--- src/rtl/fetch_unit.sv ---
// fetch_unit: instruction fetch stage with a one-word hold buffer.
// Ports:
//   clock, reset      rising-edge clock, synchronous active-high reset
//   pc                PC register value, sampled when a request is issued
//   flush             redirect; drops IF/ID, the hold buffer and any in-flight word
//   id_stall          decode cannot accept; the IF/ID register holds
//   imem_req/addr     memory request, held with a stable address until imem_ack
//   imem_ack/rdata    memory response (latency 1..N)
//   pc_stall          low for exactly the cycles the PC may advance
//   ifid_*            IF/ID register: valid, instruction, pc, pc+4
module fetch_unit (
    input  logic        clock,
    input  logic        reset,
    input  logic [31:0] pc,
    input  logic        flush,
    input  logic        id_stall,
    output logic        imem_req,
    output logic [31:0] imem_addr,
    input  logic        imem_ack,
    input  logic [31:0] imem_rdata,
    output logic        pc_stall,
    output logic        ifid_valid,
    output logic [31:0] ifid_instr,
    output logic [31:0] ifid_pc,
    output logic [31:0] ifid_pc4
);

    typedef enum logic [1:0] {
        S_ISSUE,
        S_WAIT,
        S_HOLD,
        S_DRAIN
    } state_t;

    state_t      state_q;
    logic [31:0] req_addr_q;
    logic [31:0] hold_q;
    logic        hold_valid_q;
    logic        valid_q;
    logic [31:0] instr_q;
    logic [31:0] pc_q;
    logic [31:0] pc4_q;

    logic        slot_free;
    logic [31:0] req_addr_p4;

    // IF/ID can take a word if it is empty or being consumed this cycle.
    assign slot_free   = !valid_q || !id_stall;
    assign req_addr_p4 = req_addr_q + 32'd4;

    // Reset masks the request so a stale WAIT/DRAIN state never leaks out.
    assign imem_req  = ((state_q == S_WAIT) || (state_q == S_DRAIN)) && !reset;
    assign imem_addr = req_addr_q;

    assign ifid_valid = valid_q;
    assign ifid_instr = instr_q;
    assign ifid_pc    = pc_q;
    assign ifid_pc4   = pc4_q;

    // The PC advances only when a word enters IF/ID, or on a redirect.
    always_comb begin
        pc_stall = 1'b1;
        if (reset) begin
            pc_stall = 1'b1;
        end else if (flush) begin
            pc_stall = 1'b0;
        end else begin
            case (state_q)
                S_WAIT:  pc_stall = !(imem_ack && slot_free);
                S_HOLD:  pc_stall = id_stall;
                default: pc_stall = 1'b1;
            endcase
        end
    end

    always_ff @(posedge clock) begin
        if (reset) begin
            state_q      <= S_ISSUE;
            req_addr_q   <= 32'h0;
            hold_q       <= 32'h0;
            hold_valid_q <= 1'b0;
            valid_q      <= 1'b0;
            instr_q      <= 32'h0;
            pc_q         <= 32'h0;
            pc4_q        <= 32'h0;
        end else if (flush) begin
            valid_q      <= 1'b0;
            hold_valid_q <= 1'b0;
            // An unanswered request must still be drained; everything
            // else restarts from the redirect target.
            case (state_q)
                S_WAIT:  state_q <= imem_ack ? S_ISSUE : S_DRAIN;
                S_DRAIN: state_q <= imem_ack ? S_ISSUE : S_DRAIN;
                default: state_q <= S_ISSUE;
            endcase
        end else begin
            if (!id_stall) begin
                valid_q <= 1'b0;
            end
            case (state_q)
                S_ISSUE: begin
                    req_addr_q <= pc;
                    state_q    <= S_WAIT;
                end
                S_WAIT: begin
                    if (imem_ack) begin
                        if (slot_free) begin
                            valid_q <= 1'b1;
                            instr_q <= imem_rdata;
                            pc_q    <= req_addr_q;
                            pc4_q   <= req_addr_p4;
                            state_q <= S_ISSUE;
                        end else begin
                            hold_q       <= imem_rdata;
                            hold_valid_q <= 1'b1;
                            state_q      <= S_HOLD;
                        end
                    end
                end
                S_HOLD: begin
                    if (!id_stall && hold_valid_q) begin
                        valid_q      <= 1'b1;
                        instr_q      <= hold_q;
                        pc_q         <= req_addr_q;
                        pc4_q        <= req_addr_p4;
                        hold_valid_q <= 1'b0;
                        state_q      <= S_ISSUE;
                    end
                end
                S_DRAIN: begin
                    if (imem_ack) begin
                        state_q <= S_ISSUE;
                    end
                end
                default: state_q <= S_ISSUE;
            endcase
        end
    end

endmodule

--- config.mk ---
export PLATFORM = sky130hd
export DESIGN_NAME = fetch_unit
export DESIGN_NICKNAME = d
export VERILOG_FILES = /design/src/rtl/fetch_unit.sv
export SDC_FILE = /design/constraint.sdc
export NUM_CORES = 1
export LEC_CHECK = 0
export BUFFER_PORTS_ARGS = -buffer_cell sky130_fd_sc_hd__buf_2
export CORE_AREA = 2 2 142 144
export CTS_BUF_LIST = sky130_fd_sc_hd__clkbuf_4
export CTS_CLUSTER_SIZE = 12
export DETAILED_ROUTE_END_ITERATION = 12
export DIE_AREA = 0 0 144 146
export PLACE_DENSITY = 0.6
export SYNTH_ARGS = -nofsm -noshare
export SYNTH_HDL_FRONTEND = slang
export SYNTH_SLANG_ARGS = --single-unit
--- constraint.sdc ---
create_clock -name clock -period 4.2 [get_ports clock]
set_clock_uncertainty 0.15 [all_clocks]
set_input_delay 0.63 -clock clock [delete_from_list [all_inputs] [get_ports clock]]
set_output_delay 0.63 -clock clock [all_outputs]
set_load 0.005 [all_outputs]
==> results of run 1 <==
tightest hold or removal path, cell delays in order:
cell and delay [ps]:
buf_2 90, nand2_1 40, a21oi_1 50
logic make-up (layout without fill, tap and decap cells):
family	after synthesis	count (layout)
buffers and inverters	78	247
AOI/OAI and AO/OA	190	190
muxes	32	32
xor gates and xnor gates	13	13
adders and majority gates	5	5
DFF	162	162
and+or+nand+nor	335	335
other	0	1
routing by layer:
metal	vias to the layer above	wire length (um)	track usage, %
met2	160	8423	26.86
met5	-	0	0
li1	3142	-	-
met3	23	1040	3.554
met1	2814	8617	23.84
met4	0	369	6.716
metrics by stage:
| stage | util [%] | hold slack (ps) |
|---|---|---|
| CTS | 42.27 | 77.87 |
| global placement | 40.71 | 289.3 |
| finish | 42.28 | 142.0 |
| global route | 42.28 | 71.72 |
| floorplan | - | 286.0 |
| detailed placement | 40.71 | 293.0 |
power breakdown:
group | switching (uW) | leakage, uW | internal [uW]
sequential | 77.3 | 0.00132 | 1620
combinational | 244 | 0.00171 | 178
clock | 561 | 0.000161 | 426
worst max-delay path by stage:
stage / startpoint / to / slack, ps / depth (start not counted)
after global routing: state_q[0] / pc_stall / 890 / 6
after detailed placement: imem_ack / ifid_instr[14] / 1600 / 6
after CTS: state_q[0] / pc_stall / 980 / 6
after floorplan: state_q[0] / pc_stall / 1800 / 6
final: state_q[0] / pc_stall / 1070 / 6
after global placement: state_q[0] / pc_stall / 1650 / 6
registers in the layout, indices dropped and copies added, names as in the netlist:
register,cells
state_q,2
ifid_instr,32
imem_addr,32
hold_q,32
hold_valid_q,1
ifid_valid,1
ifid_pc4,30
ifid_pc,32
final cells by class:
type	count	area [um^2]	area share [%]
Clock inverter	13	158.9	1.944
Antenna cell	1	2.502	0.03061
Inverter	8	30.03	0.3673
Sequential cell	162	3243	39.67
Timing Repair Buffer	207	1084	13.25
Tap cell	265	331.6	4.056
Clock buffer	19	142.6	1.745
Multi-Input combinational cell	575	3183	38.93
cell usage in the layout (no fill, tap or decap), drive strengths merged, types with 3 or more instances in the layout:
cell / synthesis / layout
nor2: 67 / 67
and4: 7 / 7
or3: 6 / 6
a21oi: 101 / 101
nand3: 9 / 9
mux2i: 32 / 32
nand4: 13 / 13
o31ai: 8 / 8
clkbuf: 33 / 19
dfxtp: 162 / 162
nor3: 5 / 5
inv: 8 / 10
or4: 8 / 8
a211oi: 45 / 45
ha: 5 / 5
clkinv: 0 / 6
xor2: 11 / 11
a311oi: 13 / 13
nand2: 208 / 208
bufinv: 0 / 3
and3: 4 / 4
buf: 37 / 207
o21ai: 9 / 9
==> results.txt, run 1 <==
ys flop type -> dfxtp_1
placed instance count -> 1217
kind of cell adding the most delay to the critical path -> buffers and inverters
syn avg cell area -> 8.293 um^2
pin count of the biggest net entering global routing -> 104
Post-Synth XOR/XNOR Area -> 1.685%
CP bufs+invs -> 3
DP Wirelength -> 12.41 mm
Async SR Flop Fraction -> 0%
worst vdd ir -> 0.0001696 V
ANT nets after route -> 0
worst r2r dst -> ifid_instr[14]
Netlist cell types -> 43
DIE AREA -> 0.02102 mm^2
pre-CTS setup slack -> 1604 ps
Max Clk Rate -> 319.2 MHz
FF-to-FF path depth -> 7
vias in the first global route -> 5548
GPL Wtd Cong -> 0.7594
CP endpoint kind -> primary output
Tmin final -> 3133 ps
simple-gate portion of the synthesized area -> 21.31%
synth top area cells -> dfxtp_1, nand2_1, a21oi_1
Worst path slowest cell -> buf_4
GRT Total Usage -> 17.41%
post-synthesis mux area share -> 4.739%
sequential cell area fraction in the yosys report -> 47.98%
initial core utilization -> 34.96%
Die Width -> 144 um
Max Slew Vio Count -> 0
hold endpoint -> imem_addr[20]
largest family of logic cells by synthesized area -> simple AND/OR/NAND/NOR gates
final cell count without fillers -> 1250
most common library cells after synthesis -> nand2_1, dfxtp_1, a21oi_1
worst skew pair latency -> 540 ps
startpoint class of the critical path -> flop
drt wl/cell -> 14.76 um
DR DRC count -> 0
I/O Buffers -> 199
Vert. Die Dim -> 146 um
Pleak -> 0.003189 uW
clk sinks -> 162
most used standard cell by instance count after synthesis -> nand2_1
Cells after Synth -> 815
post-synth top area share -> 47.98%
DRT Pass-1 Iters -> 5
DRC marker count from the first detailed-route iteration -> 289
core area -> 0.01933 mm^2
Setup CP Type -> reg -> out
Vias/cell -> 4.911
I/O pins -> 200
Final Setup Violations -> 0
type of the most critical hold path -> in -> reg
Mapped Area -> 0.006759 mm^2
Worst path max stage delay -> 490 ps
CTS Buf Count -> 17
#FFs+latches synth -> 162
share of cells above drive strength 1 -> 25.71%
Routed WL -> 18.45 mm
CTS root buffer -> clkbuf_4
fin crit share -> 74.59%
actual slew at the worst max-slew pin -> 885.3 ps
cts hold-fix bufs -> 0
crit path setup slack, layout -> 1067 ps
hold path startpoint -> pc[20]
via count -> 6139
Layout fillers -> 1966
placed inst area -> 0.007871 mm^2
adder-cell share of the synthesized area -> 0.9256%
dominant cell type by area after synthesis -> dfxtp_1
PwrDens -> 379.8 mW/mm^2
crit path cell chain -> inv_1, ha_2, buf_4, a221oi_1, o21bai_1, buf_2
Max H-tree Level -> 4
RSZ-0062 raised after global routing -> false
Post-synth EDFFs -> 0
Syn-to-layout area delta -> 20.96%
CP max FO -> 29
Rows -> 51
Compound-Gate Fraction of Synth Area -> 18.20%
final hold violations -> 0
reg-to-reg slack, setup -> 1690 ps
layout net count -> 1045
syn_nets -> 889
reg2reg start -> state_q[0]
design area -> 0.008175 mm^2
Critical Path RT -> 3420 ps
worst hold path cell count -> 3
Synth Warn # -> 0
setup TNS -> 0 ps
aggregate global routing overflow -> 0
Worst-path clk slew -> 140 ps
TritonCTS clock tree -> done
worst path arrival time -> 2350 ps
initial antenna violation count -> 1
global-route wire length before repair -> 29.11 mm
status -> finished, final reports clean
slew margin rel. -> 40.85%
post-CTS resize count -> 0
post-CTS setup buffer count -> 0
Power, Total -> 3105 uW
max-cap viol count -> 0
Clock Path Buffers -> 2
Note: power is estimated with default switching activity, not from simulation.
==> inputs of run 2 (changes only) <==
--- a/config.mk
+++ b/config.mk
@@ -11,7 +11,7 @@
 export CTS_CLUSTER_SIZE = 12
 export DETAILED_ROUTE_END_ITERATION = 12
 export DIE_AREA = 0 0 144 146
-export PLACE_DENSITY = 0.6
+export PLACE_DENSITY = 0.63
 export SYNTH_ARGS = -nofsm -noshare
 export SYNTH_HDL_FRONTEND = slang
 export SYNTH_SLANG_ARGS = --single-unit
==> constraint.sdc (replaced) <==
create_clock -name clock -period 2.7 [get_ports clock]
set_clock_uncertainty 0.15 [all_clocks]
set_input_delay 0.405 -clock clock [delete_from_list [all_inputs] [get_ports clock]]
set_output_delay 0.405 -clock clock [all_outputs]
set_load 0.005 [all_outputs]
==> results.txt, run 2 (synthesis results as in run 1) <==
status -> finished, final reports clean
type of the most critical hold path -> in -> reg
DRC marker count from the first detailed-route iteration -> 331
Die Width -> 144 um
CP max FO -> 32
final hold violations -> 0
worst hold path cell count -> 3
pin count of the biggest net entering global routing -> 91
worst r2r dst -> hold_q[11]
Critical Path RT -> 2140 ps
worst skew pair latency -> 560 ps
DRT Pass-1 Iters -> 4
Setup CP Type -> reg -> out
reg-to-reg slack, setup -> 310 ps
most common cell after layout, fill and taps aside -> nand2_1
via count -> 6484
GPL Wtd Cong -> 0.7817
DIE AREA -> 0.02102 mm^2
Final Setup Violations -> 0
max-cap viol count -> 0
Vias/cell -> 4.890
Routed WL -> 19.56 mm
drt wl/cell -> 14.75 um
Layout fillers -> 1918
Syn-to-layout area delta -> 32.03%
CP bufs+invs -> 3
GRT Total Usage -> 18.93%
ANT nets after route -> 0
actual slew at the worst max-slew pin -> 466.4 ps
startpoint class of the critical path -> flop
Max Clk Rate -> 401.3 MHz
initial antenna violation count -> 1
DR DRC count -> 0
share of cells above drive strength 1 -> 24.62%
fin crit share -> 92.29%
CTS root buffer -> clkbuf_4
most frequent cells in the layout -> nand2_1, buf_2, dfxtp_1
initial core utilization -> 34.96%
Tmin final -> 2492 ps
Worst path slowest cell -> dfxtp_2
kind of cell adding the most delay to the critical path -> buffers and inverters
setup TNS -> 0 ps
Clock Path Buffers -> 2
crit path cell chain -> inv_1, ha_2, buf_12, a221oi_2, o21bai_1, buf_2
CTS Buf Count -> 17
Pleak -> 0.003515 uW
PwrDens -> 538.2 mW/mm^2
clk sinks -> 162
DP Wirelength -> 12.74 mm
CP endpoint kind -> primary output
worst vdd ir -> 0.0002343 V
TritonCTS clock tree -> done
pre-CTS setup slack -> 390.4 ps
hold path startpoint -> imem_ack
worst path arrival time -> 1940 ps
Vert. Die Dim -> 146 um
aggregate global routing overflow -> 0
Rows -> 51
I/O Buffers -> 199
Worst path max stage delay -> 380 ps
final cell count without fillers -> 1326
layout net count -> 1122
I/O pins -> 200
placed instance count -> 1225
Max H-tree Level -> 4
Worst-path clk slew -> 120 ps
slew margin rel. -> 68.91%
RSZ-0062 raised after global routing -> false
hold endpoint -> ifid_valid
reg2reg start -> state_q[1]
FF-to-FF path depth -> 8
global-route wire length before repair -> 31.83 mm
Max Slew Vio Count -> 0
crit path setup slack, layout -> 208.2 ps
core area -> 0.01933 mm^2
vias in the first global route -> 6170
-- run 2: timing repair --
item,4_1_cts,5_1_grt
hold buffers,69,0
buffers inserted,0,0
endpoints found under the setup margin,1,2
gates resized for setup,3,3
endpoints found under the hold margin,93,0
-- run 2: power breakdown --
group | total (uW) | switching (uW) | internal, uW
registers | 2630 | 111 | 2520
logic | 767 | 411 | 356
clock network | 1410 | 840 | 567
total | 4800 | 1360 | 3440
-- run 2: worst reg2reg max path, delay by kind of cell (launching register included) --
kind | cells | cell delay [ps]
and+or+nand+nor | 3 | 470
buffers and inverters | 3 | 940
DFF | 1 | 360
adders and majority gates | 1 | 330
AOI/OAI and AO/OA | 1 | 110
-- run 2: worst max-delay path by stage --
stage	to	cells after the start	startpoint
floorplan	pc_stall	6	state_q[0]
global placement	ifid_pc4[27]	7	state_q[1]
detailed placement	ifid_pc4[25]	7	state_q[1]
CTS	pc_stall	6	state_q[0]
global route	pc_stall	6	state_q[0]
finish	pc_stall	6	state_q[0]
-- run 2: per-layer routing --
layer / wire [um] / global-route usage [%] / share of wire (%) / up-vias
met5: 0 / 0 / 0 / -
met3: 966 / 4.903 / 4.9 / 22
met2: 9246 / 30.05 / 47 / 161
li1: - / - / - / 3293
met4: 386 / 6.863 / 2.0 / 0
met1: 8961 / 24.74 / 46 / 3008
-- run 2: cell type report --
| class | instances | area [um^2] | share of cell area (%) |
|---|---|---|---|
| Antenna cell | 1 | 2.502 | 0.02804 |
| Clock buffer | 20 | 150.1 | 1.683 |
| Clock inverter | 11 | 113.9 | 1.276 |
| Inverter | 8 | 30.03 | 0.3365 |
| Multi-Input combinational cell | 575 | 3192 | 35.77 |
| Sequential cell | 162 | 3244 | 36.36 |
| Tap cell | 265 | 331.6 | 3.716 |
| Timing Repair Buffer | 284 | 1859 | 20.84 |
-- run 2: per-stage QoR --
stage          instance area (um^2)  hold slack (ps)  power (uW)  util [%]
2_1_floorplan                  6759            286.0        3062         -
3_3_place_gp                   7944            290.0        3364     41.09
3_5_place_dp                   7944            293.5        3373     41.09
4_1_cts                        8912            25.45        4877     46.09
5_1_grt                        8924            47.36        5088     46.15
6_report                       8924            88.89        4802     46.15
